### src/rtl/output_port.sv
// Router output port: flit FIFO, on/off gated link driver and wormhole
// framing checker with occupancy and sticky error reporting.
package noc_params;
  localparam int DATA_W = 16;

  typedef enum logic [1:0] {
    HEAD     = 2'd0,
    BODY     = 2'd1,
    TAIL     = 2'd2,
    HEADTAIL = 2'd3
  } flit_label_t;

  typedef struct packed {
    flit_label_t       flit_label;
    logic [DATA_W-1:0] data;
  } flit_t;
endpackage

module output_port
  import noc_params::*;
#(
  parameter int BUFFER_SIZE = 8
) (
  input  logic                         clk,
  input  logic                         rst,
  input  flit_t                        xb_flit_i,
  input  logic                         xb_valid_i,
  input  logic                         on_off_i,
  output flit_t                        data_o,
  output logic                         valid_flit_o,
  output logic                         is_full_o,
  output logic                         is_empty_o,
  output logic                         in_packet_o,
  output logic [$clog2(BUFFER_SIZE):0] flit_count_o,
  output logic                         error_o
);

  localparam int PW = $clog2(BUFFER_SIZE);
  localparam int CW = PW + 1;
  localparam logic [CW-1:0] FULL_CNT = CW'(BUFFER_SIZE);

  typedef enum logic {
    IDLE   = 1'b0,
    PACKET = 1'b1
  } state_t;

  flit_t          mem_q [BUFFER_SIZE];
  logic [PW-1:0]  wr_ptr_q, wr_ptr_d;
  logic [PW-1:0]  rd_ptr_q, rd_ptr_d;
  logic [CW-1:0]  count_q, count_d;
  state_t         state_q, state_d;
  flit_t          data_q, data_d;
  logic           valid_q, valid_d;
  logic           full_q, full_d;
  logic           empty_q, empty_d;
  logic           err_q, err_d;
  logic           push, pop, send;
  flit_t          front;

  always_comb begin
    push     = xb_valid_i && !full_q;
    pop      = !empty_q && on_off_i;
    front    = mem_q[rd_ptr_q];
    send     = 1'b0;
    wr_ptr_d = wr_ptr_q;
    rd_ptr_d = rd_ptr_q;
    state_d  = state_q;
    data_d   = data_q;
    valid_d  = 1'b0;
    // A write into a full FIFO is lost even if a pop frees a slot.
    err_d    = err_q | (xb_valid_i & full_q);

    if (push) wr_ptr_d = wr_ptr_q + PW'(1);

    if (pop) begin
      rd_ptr_d = rd_ptr_q + PW'(1);
      unique case (state_q)
        IDLE: begin
          unique case (front.flit_label)
            HEAD: begin
              send    = 1'b1;
              state_d = PACKET;
            end
            HEADTAIL: send = 1'b1;
            default:  err_d = 1'b1;
          endcase
        end
        PACKET: begin
          unique case (front.flit_label)
            BODY: send = 1'b1;
            TAIL: begin
              send    = 1'b1;
              state_d = IDLE;
            end
            default: err_d = 1'b1;
          endcase
        end
        default: state_d = IDLE;
      endcase
    end

    if (send) begin
      valid_d = 1'b1;
      data_d  = front;
    end

    count_d = count_q + CW'(push) - CW'(pop);
    full_d  = (count_d == FULL_CNT);
    empty_d = (count_d == '0);
  end

  always_ff @(posedge clk) begin
    if (push) mem_q[wr_ptr_q] <= xb_flit_i;
  end

  always_ff @(posedge clk) begin
    if (rst) begin
      wr_ptr_q <= '0;
      rd_ptr_q <= '0;
      count_q  <= '0;
      state_q  <= IDLE;
      data_q   <= '0;
      valid_q  <= 1'b0;
      full_q   <= 1'b0;
      empty_q  <= 1'b1;
      err_q    <= 1'b0;
    end else begin
      wr_ptr_q <= wr_ptr_d;
      rd_ptr_q <= rd_ptr_d;
      count_q  <= count_d;
      state_q  <= state_d;
      data_q   <= data_d;
      valid_q  <= valid_d;
      full_q   <= full_d;
      empty_q  <= empty_d;
      err_q    <= err_d;
    end
  end

  assign data_o       = data_q;
  assign valid_flit_o = valid_q;
  assign is_full_o    = full_q;
  assign is_empty_o   = empty_q;
  assign in_packet_o  = (state_q == PACKET);
  assign flit_count_o = count_q;
  assign error_o      = err_q;

endmodule
### config.mk
export PLATFORM = sky130hd
export DESIGN_NAME = output_port
export DESIGN_NICKNAME = d
export VERILOG_FILES = /design/src/rtl/output_port.sv
export SDC_FILE = /design/constraint.sdc
export NUM_CORES = 1
export LEC_CHECK = 0
export BUFFER_PORTS_ARGS = -buffer_cell sky130_fd_sc_hd__buf_2
export CORE_MARGIN = 3
export CORE_UTILIZATION = 64
export CTS_CLUSTER_DIAMETER = 50
export DETAILED_ROUTE_END_ITERATION = 12
export PLACE_DENSITY = 0.95
export SYNTH_ARGS = -nofsm -noshare
export SYNTH_HDL_FRONTEND = slang
export SYNTH_SLANG_ARGS = --single-unit
### constraint.sdc
create_clock -name clk -period 7.2 [get_ports clk]
set_input_delay 0.72 -clock clk [delete_from_list [all_inputs] [get_ports clk]]
set_output_delay 0.72 -clock clk [all_outputs]
set_load 0.02 [all_outputs]
==> results of run 1 <==
## state kept, by name (all words and copies together) (netlist names), named ones only
signal        count
mem_q           144
is_empty_o        1
error_o           1
is_full_o         1
valid_flit_o      1
flit_count_o      4
rd_ptr_q          3
data_o           18
wr_ptr_q          3
## stage by stage
step / cell area [um2] / setup slack (ns) / hold slack (ns) / total power, W
after global routing: 7970 / 3.48 / 0.443 / 0.00300
after CTS: 7970 / 3.62 / 0.437 / 0.00289
after floorplan: 7040 / 4.30 / 0.462 / 0.00187
final: 7970 / 3.65 / 0.460 / 0.00289
after detailed placement: 7430 / 3.83 / 0.466 / 0.00206
after global placement: 7430 / 3.99 / 0.460 / 0.00200
## synth_stat cells
library cell,instances
edfxtp_1,144
dfxtp_1,36
mux4_2,34
nor2_1,22
inv_1,21
nor2b_1,19
a211oi_1,16
clkbuf_1,15
nand2_1,10
a221oi_2,9
a221oi_1,7
nand2b_1,7
a21oi_1,6
ha_1,5
xnor2_1,4
xor2_1,4
buf_2,3
buf_6,3
mux2i_1,3
nor3_1,2
nor3b_1,2
o21ai_0,2
a2111oi_1,1
a21o_1,1
a2bb2oi_1,1
and2_1,1
and2b_1,1
and3_4,1
buf_4,1
fa_1,1
mux2_2,1
mux2_4,1
mux2i_4,1
nand3b_1,1
nor4_4,1
o21a_1,1
o21bai_1,1
o22ai_1,1
xnor2_2,1
xnor2_4,1
## final timing paths
kind                 from          end  slack, ns
min reg2reg     data_o[1]    data_o[1]       0.48
max reg2reg          flop    data_o[8]       3.65
max                  flop    data_o[8]       3.65
min          xb_flit_i[1]  mem_q[3][1]       0.46
## layer usage
layer,vias up,global-route usage,wire [um]
li1,1638,-,-
met1,1945,0.319,5440
met2,228,0.404,7500
met3,42,0.0704,1180
met4,0,0.115,435
met5,-,0,0
## worst max-delay path: cells and delay by family (launching register included)
family	cells	cell delay, ns
AO/OA/AOI/OAI	2	0.90
XOR/XNOR	2	1.15
buffers and inverters	1	0.56
flip-flops	1	0.32
AND/OR/NAND/NOR	2	0.43
## cell type report
class                   instances  area [um2]  area share
clock buffers                  18         418      0.0525
clock inverters                14         113      0.0141
inverters                      21        78.8     0.00990
multi-input cells             169        1820       0.228
flip-flops and latches        180        5050       0.634
well taps                     136         170      0.0214
repair buffers                 59         323      0.0405
## logic make-up after synthesis
| family | synth area share |
|---|---|
| buf+inv | 0.0272 |
| mux | 0.120 |
| xor+xnor | 0.0162 |
| flops | 0.716 |
| simple gates | 0.0513 |
| fa+ha+maj | 0.0117 |
| compound gates | 0.0574 |
## cell usage in the layout (no fill, tap or decap), drive strengths merged, types with 2 or more instances in the layout
cell	count
dfxtp	36
nor2b	19
mux2i	4
nor2	22
mux4	34
clkbuf	18
xor2	4
ha	5
inv	23
mux2	2
a211oi	16
clkinv	9
clkinvlp	2
xnor2	6
o21ai	2
edfxtp	144
nand2b	7
nand2	10
a221oi	16
nor3	2
buf	59
nor3b	2
a21oi	6
## where the power goes
part	total, W	switching, W	internal [W]	leakage, nW
registers	0.00131	0.0000629	0.00125	1.60
clock network	0.000829	0.000373	0.000456	0.258
logic	0.000743	0.000447	0.000296	0.836
==> impl_metrics.toml, run 1 <==
[status]
status = "finished clean"

[routing]
drt_iter0_drc = 368
drc = 0
wl_um = 14600
via_per_inst = 6.45
drtAntennaViolNets = 0
via_count = 3853
post_drt_wl_per_cell_um = 24.4
drtPass1Iterations = 5

[clock_tree]
cts-root-buf = "clkbuf_8"
cts_setup_buffers = 0
numCtsBuffers = 17
cts_tree = "done"
cts_sinks = 180
h-tree-depth = 4
clk_pin_slew_ns = 0.07
clkLatencyLatePin_ns = 0.53
cts_resized = 0
holdBufCountCts = 0
clk_path_buf_depth = 2

[timing]
worst_pin_slew_ns = 1.18
setup_viol = 0
min_period_ns = 3.55
setup-tns-final_ns = 0
maxSlewHeadroom = 0.212
fin_crit_sh = 0.493
fmax_mhz = 282
rsz0062_at_grt = "no"
timing_hold_violations_final = 0
skew_ns = 0.00693
drv_slew = 0

[finish]
finalNonFillerCells = 597
nets = 476
area_growth_pct = 13.1
diodes = 0
post-route-util = 0.758
final_layout_size_suffix_gt1_frac = 0.304
fillers = 548

[place]
portBuffers = 48
place_hpwl_um = 8420
gp_congestion = 0.868
dp_cells = 565

[setup_path]
path_max_fanout = 38
cp.required_ns = 7.55
crit_path_max_incr_delay_ns = 0.95
rr_worst_depth = 7
slowest_stage = "xnor2_2"
arrival_ns = 3.90
start_kind = "flop"
cp_cell_sequence = "buf_4 -> and2b_1 -> a2111oi_1 -> nor4_4 -> xnor2_4 -> xnor2_2 -> a221oi_1"
critPathCaptureType = "flop"
worstSetupPathType = "reg -> reg"

[grt]
overflow = 0
globalRouteTotalUtil = 0.250
antenna_found_initial = 0
grt_pass1_vias = 4044
grt_max_degree = 39
grt_pass1_wl_um = 22800

[worst_hold_path]
hold_path_depth = 1
min-delay-path-class = "in -> reg"

[synthesis]
seq_area_frac_synth = 0.716
synth_warnings = 0
synth_top_area_cell = "edfxtp_1"
synth.area.top_cells = "edfxtp_1 (61%), mux4_2 (11%), dfxtp_1 (10%), a221oi_2 (1.9%), a211oi_1 (1.7%)"
syn_area_um2 = 7040
synth.distinct_cells = 40
ys_ff_latch = 180
avgSynthCellArea_um2 = 18.0
synth_cells = 392
synth_top_area_frac = 0.614
synth_nets = 420

[die]
die-area_um2 = 12300
ios = 49
row_count = 37
start_util = 0.670
die_h_um = 111
coreArea_um2 = 10500
die_x_um = 111

[power_and_ir_drop]
ir_drop_mv = 0.225
power_density_nw_per_um2 = 362
power_leakage_nw = 2.70

[flow_run]
cap_viol_max_count = 0
(Power assumes the default switching activity.)
==> inputs of run 2 (changes only) <==
--- a/config.mk
+++ b/config.mk
@@ -7,10 +7,10 @@
 export LEC_CHECK = 0
 export BUFFER_PORTS_ARGS = -buffer_cell sky130_fd_sc_hd__buf_2
 export CORE_MARGIN = 3
-export CORE_UTILIZATION = 64
+export CORE_UTILIZATION = 60
 export CTS_CLUSTER_DIAMETER = 50
 export DETAILED_ROUTE_END_ITERATION = 12
-export PLACE_DENSITY = 0.95
+export PLACE_DENSITY = 0.91
 export SYNTH_ARGS = -nofsm -noshare
 export SYNTH_HDL_FRONTEND = slang
 export SYNTH_SLANG_ARGS = --single-unit
==> constraint.sdc (replaced) <==
create_clock -name clk -period 3.4 [get_ports clk]
set_input_delay 0.34 -clock clk [delete_from_list [all_inputs] [get_ports clk]]
set_output_delay 0.34 -clock clk [all_outputs]
set_load 0.02 [all_outputs]
==> run 2 against run 1 <==
  * First-iteration DRC count is 5.4% lower
  * Power is 110% higher
  * Critical path depth stayed put
  * Sequential share of layout area is 0.54 points lower
==> impl_metrics.toml, run 2 (synthesized netlist as in run 1, its figures left out) <==
[die]
coreArea_um2 = 11200
row_count = 38
start_util = 0.630
die_h_um = 114
ios = 49
die_x_um = 114
die-area_um2 = 13100

[finish]
area_growth_pct = 14.1
final_common_cell = "edfxtp_1"
final_layout_size_suffix_gt1_frac = 0.315
fillers = 622
regArea_um2 = 5050
finalNonFillerCells = 606
nets = 481
multi_input_area_um2 = 1820
regMostFlops = "mem_q"
largest_reg_flops = 144
diodes = 0
final_cell_mix = "edfxtp_1 (144), buf_2 (48), dfxtp_1 (35)"
finalInstanceArea_um2 = 8030

[setup_path]
worstSetupPathType = "reg -> reg"
arrival_ns = 3.19
cp.required_ns = 3.65
slowest_stage = "mux2i_4"
cp_cell_sequence = "buf_4 -> mux2i_1 -> and3_4 -> nor4_4 -> xnor2_4 -> mux2i_4 -> a221oi_1"
critPathBufInv = 1
critPathCaptureType = "flop"
start_kind = "flop"
crit_path_max_incr_delay_ns = 0.72
crit_family = "multiplexers"
path_max_fanout = 21

[grt]
antenna_found_initial = 0
grt_pass1_wl_um = 22100
globalRouteTotalUtil = 0.233
overflow = 0
grt_pass1_vias = 3882
grt_max_degree = 37

[timing]
min_period_ns = 2.94
fmax_mhz = 341
setup_ws_ns = 0.465
drv_slew = 0
timing_hold_violations_final = 0
rsz0062_at_grt = "no"
setup-tns-final_ns = 0
worst_pin_slew_ns = 0.769
maxSlewHeadroom = 0.476
fin_crit_sh = 0.863
skew_ns = 0.0124
setup_viol = 0

[clock_tree]
clk_path_buf_depth = 2
numCtsBuffers = 17
cts_setup_buffers = 0
cts_tree = "done"
cts_sinks = 180
clk_pin_slew_ns = 0.07
holdBufCountCts = 0
cts-root-buf = "clkbuf_16"
clkLatencyLatePin_ns = 0.42
cts_resized = 0
h-tree-depth = 4

[place]
portBuffers = 48
dp_cells = 574
dpl_cell_area_um2 = 7480
place_hpwl_um = 8350
dpl_worst_slack_ns = 0.436
gp_congestion = 0.754

[power_and_ir_drop]
power.share.switching = 0.299
cellInternalPower_w = 0.00432
power.switching_w = 0.00184
clkPwrFrac = 0.295
finalPower_w = 0.00617
pwr-share-seq = 0.452
power_leakage_nw = 2.74
comb_power_share = 0.253
power_density_nw_per_um2 = 767
ir_drop_mv = 0.571

[routing]
post_drt_wl_per_cell_um = 23.1
drtAntennaViolNets = 0
drc = 0
via_per_inst = 6.26
drt_iter0_drc = 348
via_count = 3791
wl_um = 14000
drtPass1Iterations = 5

[worst_hold_path]
min-delay-path-class = "in -> reg"

[status]
status = "finished clean"

[flow_run]
cap_viol_max_count = 0
-- run 2: power by group through the flow --
stage	registers, W	clock network (W)	logic, W
floorplan	0.00292	0	0.00103
detailed placement	0.00283	0	0.00156
global placement	0.00281	0	0.00147
finish	0.00279	0.00182	0.00156
CTS	0.00279	0.00184	0.00157
global route	0.00281	0.00193	0.00168
-- run 2: metrics by stage --
stage                      util  hold slack [ns]
after global routing      0.719            0.190
final                     0.719            0.190
after CTS                 0.719            0.176
after floorplan               -            0.439
after global placement    0.669            0.459
after detailed placement  0.669            0.465
-- run 2: path summary, 6_finish.rpt --
path / start / endpoint / slack, ns / depth (start not counted)
hold / removal: xb_flit_i[2] / mem_q[7][2] / 0.19 / 1
setup reg to reg: flop / data_o[12] / 0.46 / 7
hold reg to reg: data_o[7] / data_o[7] / 0.47 / 2
setup / recovery: flop / data_o[12] / 0.46 / 7
-- run 2: final cells by class --
cell class,instances,area share
clock buffer,22,0.0604
sequential,180,0.628
clock inverter,10,0.00888
timing repair buffer,64,0.0449
inverter,21,0.00981
tap,140,0.0218
multi-input combinational,169,0.226
-- run 2: layer usage --
metal,share of wire,track usage
met4,0.027,0.108
met5,0,0
met1,0.40,0.315
met3,0.088,0.0544
met2,0.49,0.365
==> inputs of run 3 (changes only) <==
--- a/config.mk
+++ b/config.mk
@@ -10,7 +10,7 @@
 export CORE_UTILIZATION = 60
 export CTS_CLUSTER_DIAMETER = 50
 export DETAILED_ROUTE_END_ITERATION = 12
-export PLACE_DENSITY = 0.91
+export PLACE_DENSITY = 0.79
 export SYNTH_ARGS = -nofsm -noshare
 export SYNTH_HDL_FRONTEND = slang
 export SYNTH_SLANG_ARGS = --single-unit
==> constraint.sdc (replaced) <==
create_clock -name clk -period 3.4 [get_ports clk]
set_input_delay 0.17 -clock clk [delete_from_list [all_inputs] [get_ports clk]]
set_output_delay 0.17 -clock clk [all_outputs]
set_load 0.02 [all_outputs]
==> run 3 against run 2 <==
  * Hold slack worse by 0.17 ns
  * First-iteration DRC count down 43%
  * Clock power is 7% higher
  * Clock skew down 0.0070 ns
  * Sequential cell count is the same
  * Final cell count increased by 0.17%
  * Routed wire length fell by 8.6%
  * Utilization increased by 0.53 points
  * Critical endpoint is now data_o[7]
  * Largest power group unchanged
  * Largest cell class unchanged
  * Sequential share of layout area shrank 0.46 points
==> impl_metrics.toml, run 3 (synthesized netlist as in run 1, its figures left out) <==
[status]
status = "finished clean"

[clock_tree]
clkLatencyLatePin_ns = 0.42
clk_pin_slew_ns = 0.06
cts_resized = 0
cts-root-buf = "clkbuf_16"
numCtsBuffers = 17
cts_sinks = 180
h-tree-depth = 4
clk_path_buf_depth = 2
cts_tree = "done"

[die]
die-area_um2 = 13100
ios = 49
die_x_um = 114
die_h_um = 114
start_util = 0.630
row_count = 38
coreArea_um2 = 11200

[finish]
finalNonFillerCells = 607
final_common_cell = "edfxtp_1"
final_cell_mix = "edfxtp_1 (144), buf_2 (48), dfxtp_1 (35)"
area_growth_pct = 14.9
diodes = 0
fillers = 638
largest_reg_flops = 144
nets = 482
regMostFlops = "mem_q"
final_layout_size_suffix_gt1_frac = 0.315

[timing]
maxSlewHeadroom = 0.215
fmax_mhz = 327
drv_slew = 0
rsz0062_at_grt = "no"
timing_hold_violations_final = 0
min_period_ns = 3.05
skew_ns = 0.00543
fin_crit_sh = 0.898
worst_pin_slew_ns = 1.17
setup-tns-final_ns = 0
setup_viol = 0
holdWs_ns = 0.0151
setup_ws_ns = 0.346

[setup_path]
worstSetupPathType = "reg -> reg"
rrSetupSlack_ns = 0.35
cp.required_ns = 3.65
critPathCaptureType = "flop"
start_kind = "flop"
arrival_ns = 3.30
path_max_fanout = 17

[grt]
grt_pass1_vias = 3875
grt_max_degree = 37
overflow = 0
globalRouteTotalUtil = 0.215
grt_pass1_wl_um = 20400
antenna_found_initial = 0

[power_and_ir_drop]
ir_drop_mv = 0.592
power_leakage_nw = 2.76
power_density_nw_per_um2 = 770

[routing]
drt_iter0_drc = 199
drc = 0
via_per_inst = 6.01
via_count = 3646
drtPass1Iterations = 4
drtAntennaViolNets = 0
post_drt_wl_per_cell_um = 21.1
wl_um = 12800

[place]
place_hpwl_um = 7640
gp_congestion = 0.788
portBuffers = 48
dp_cells = 574
dpl_worst_slack_ns = 0.321

[flow_run]
cap_viol_max_count = 0

[worst_hold_path]
min-delay-path-class = "in -> reg"
==> run 3: worst max-delay path, stage by stage (launching register included) <==
cell	delay, ns
dfxtp_1	0.86
nor3b_1	0.21
nor4_4	0.53
xnor2_4	0.16
xnor2_2	0.94
a221oi_1	0.19
==> run 3: worst paths after layout <==
check                                   from           to  depth (start not counted)
worst max register to register          flop    data_o[7]                          5
worst max-delay path                    flop    data_o[7]                          5
worst min register to register     data_o[6]    data_o[6]                          2
worst min-delay path            xb_flit_i[0]  mem_q[3][0]                          1
==> run 3: area by class of cell <==
| type | instances | area (um2) | share of cell area |
|---|---|---|---|
| clock inverter | 7 | 67.6 | 0.00835 |
| inverter | 21 | 78.8 | 0.00974 |
| tap | 140 | 175 | 0.0216 |
| clock buffer | 25 | 538 | 0.0665 |
| timing repair buffer | 65 | 370 | 0.0458 |
| multi-input combinational | 169 | 1820 | 0.224 |
| sequential | 180 | 5050 | 0.624 |
==> run 3: per-layer routing <==
metal / GRT usage / vias to the layer above / part of all wire
met2: 0.348 / 109 / 0.50
met1: 0.277 / 1862 / 0.41
met5: 0 / - / 0
met3: 0.0550 / 24 / 0.060
met4: 0.0990 / 0 / 0.023
li1: - / 1651 / -
==> run 3: report_power, final <==
part | total (W) | internal [W] | switching [W]
logic | 0.00150 | 0.000643 | 0.000857
registers | 0.00279 | 0.00265 | 0.000144
clock network | 0.00194 | 0.00117 | 0.000771
total | 0.00623 | 0.00446 | 0.00177
==> run 3: what timing repair did <==
action                    in CTS  in global routing
hold endpoints to repair       3                  0
buffers inserted               0                  0
hold buffers                   1                  0
==> run 3: stage by stage <==
stage	total power (W)	area (um2)	util
after floorplan	0.00395	7040	-
after global placement	0.00429	7480	0.669
after detailed placement	0.00435	7480	0.669
after CTS	0.00628	8090	0.724
after global routing	0.00651	8090	0.724
final	0.00623	8090	0.724
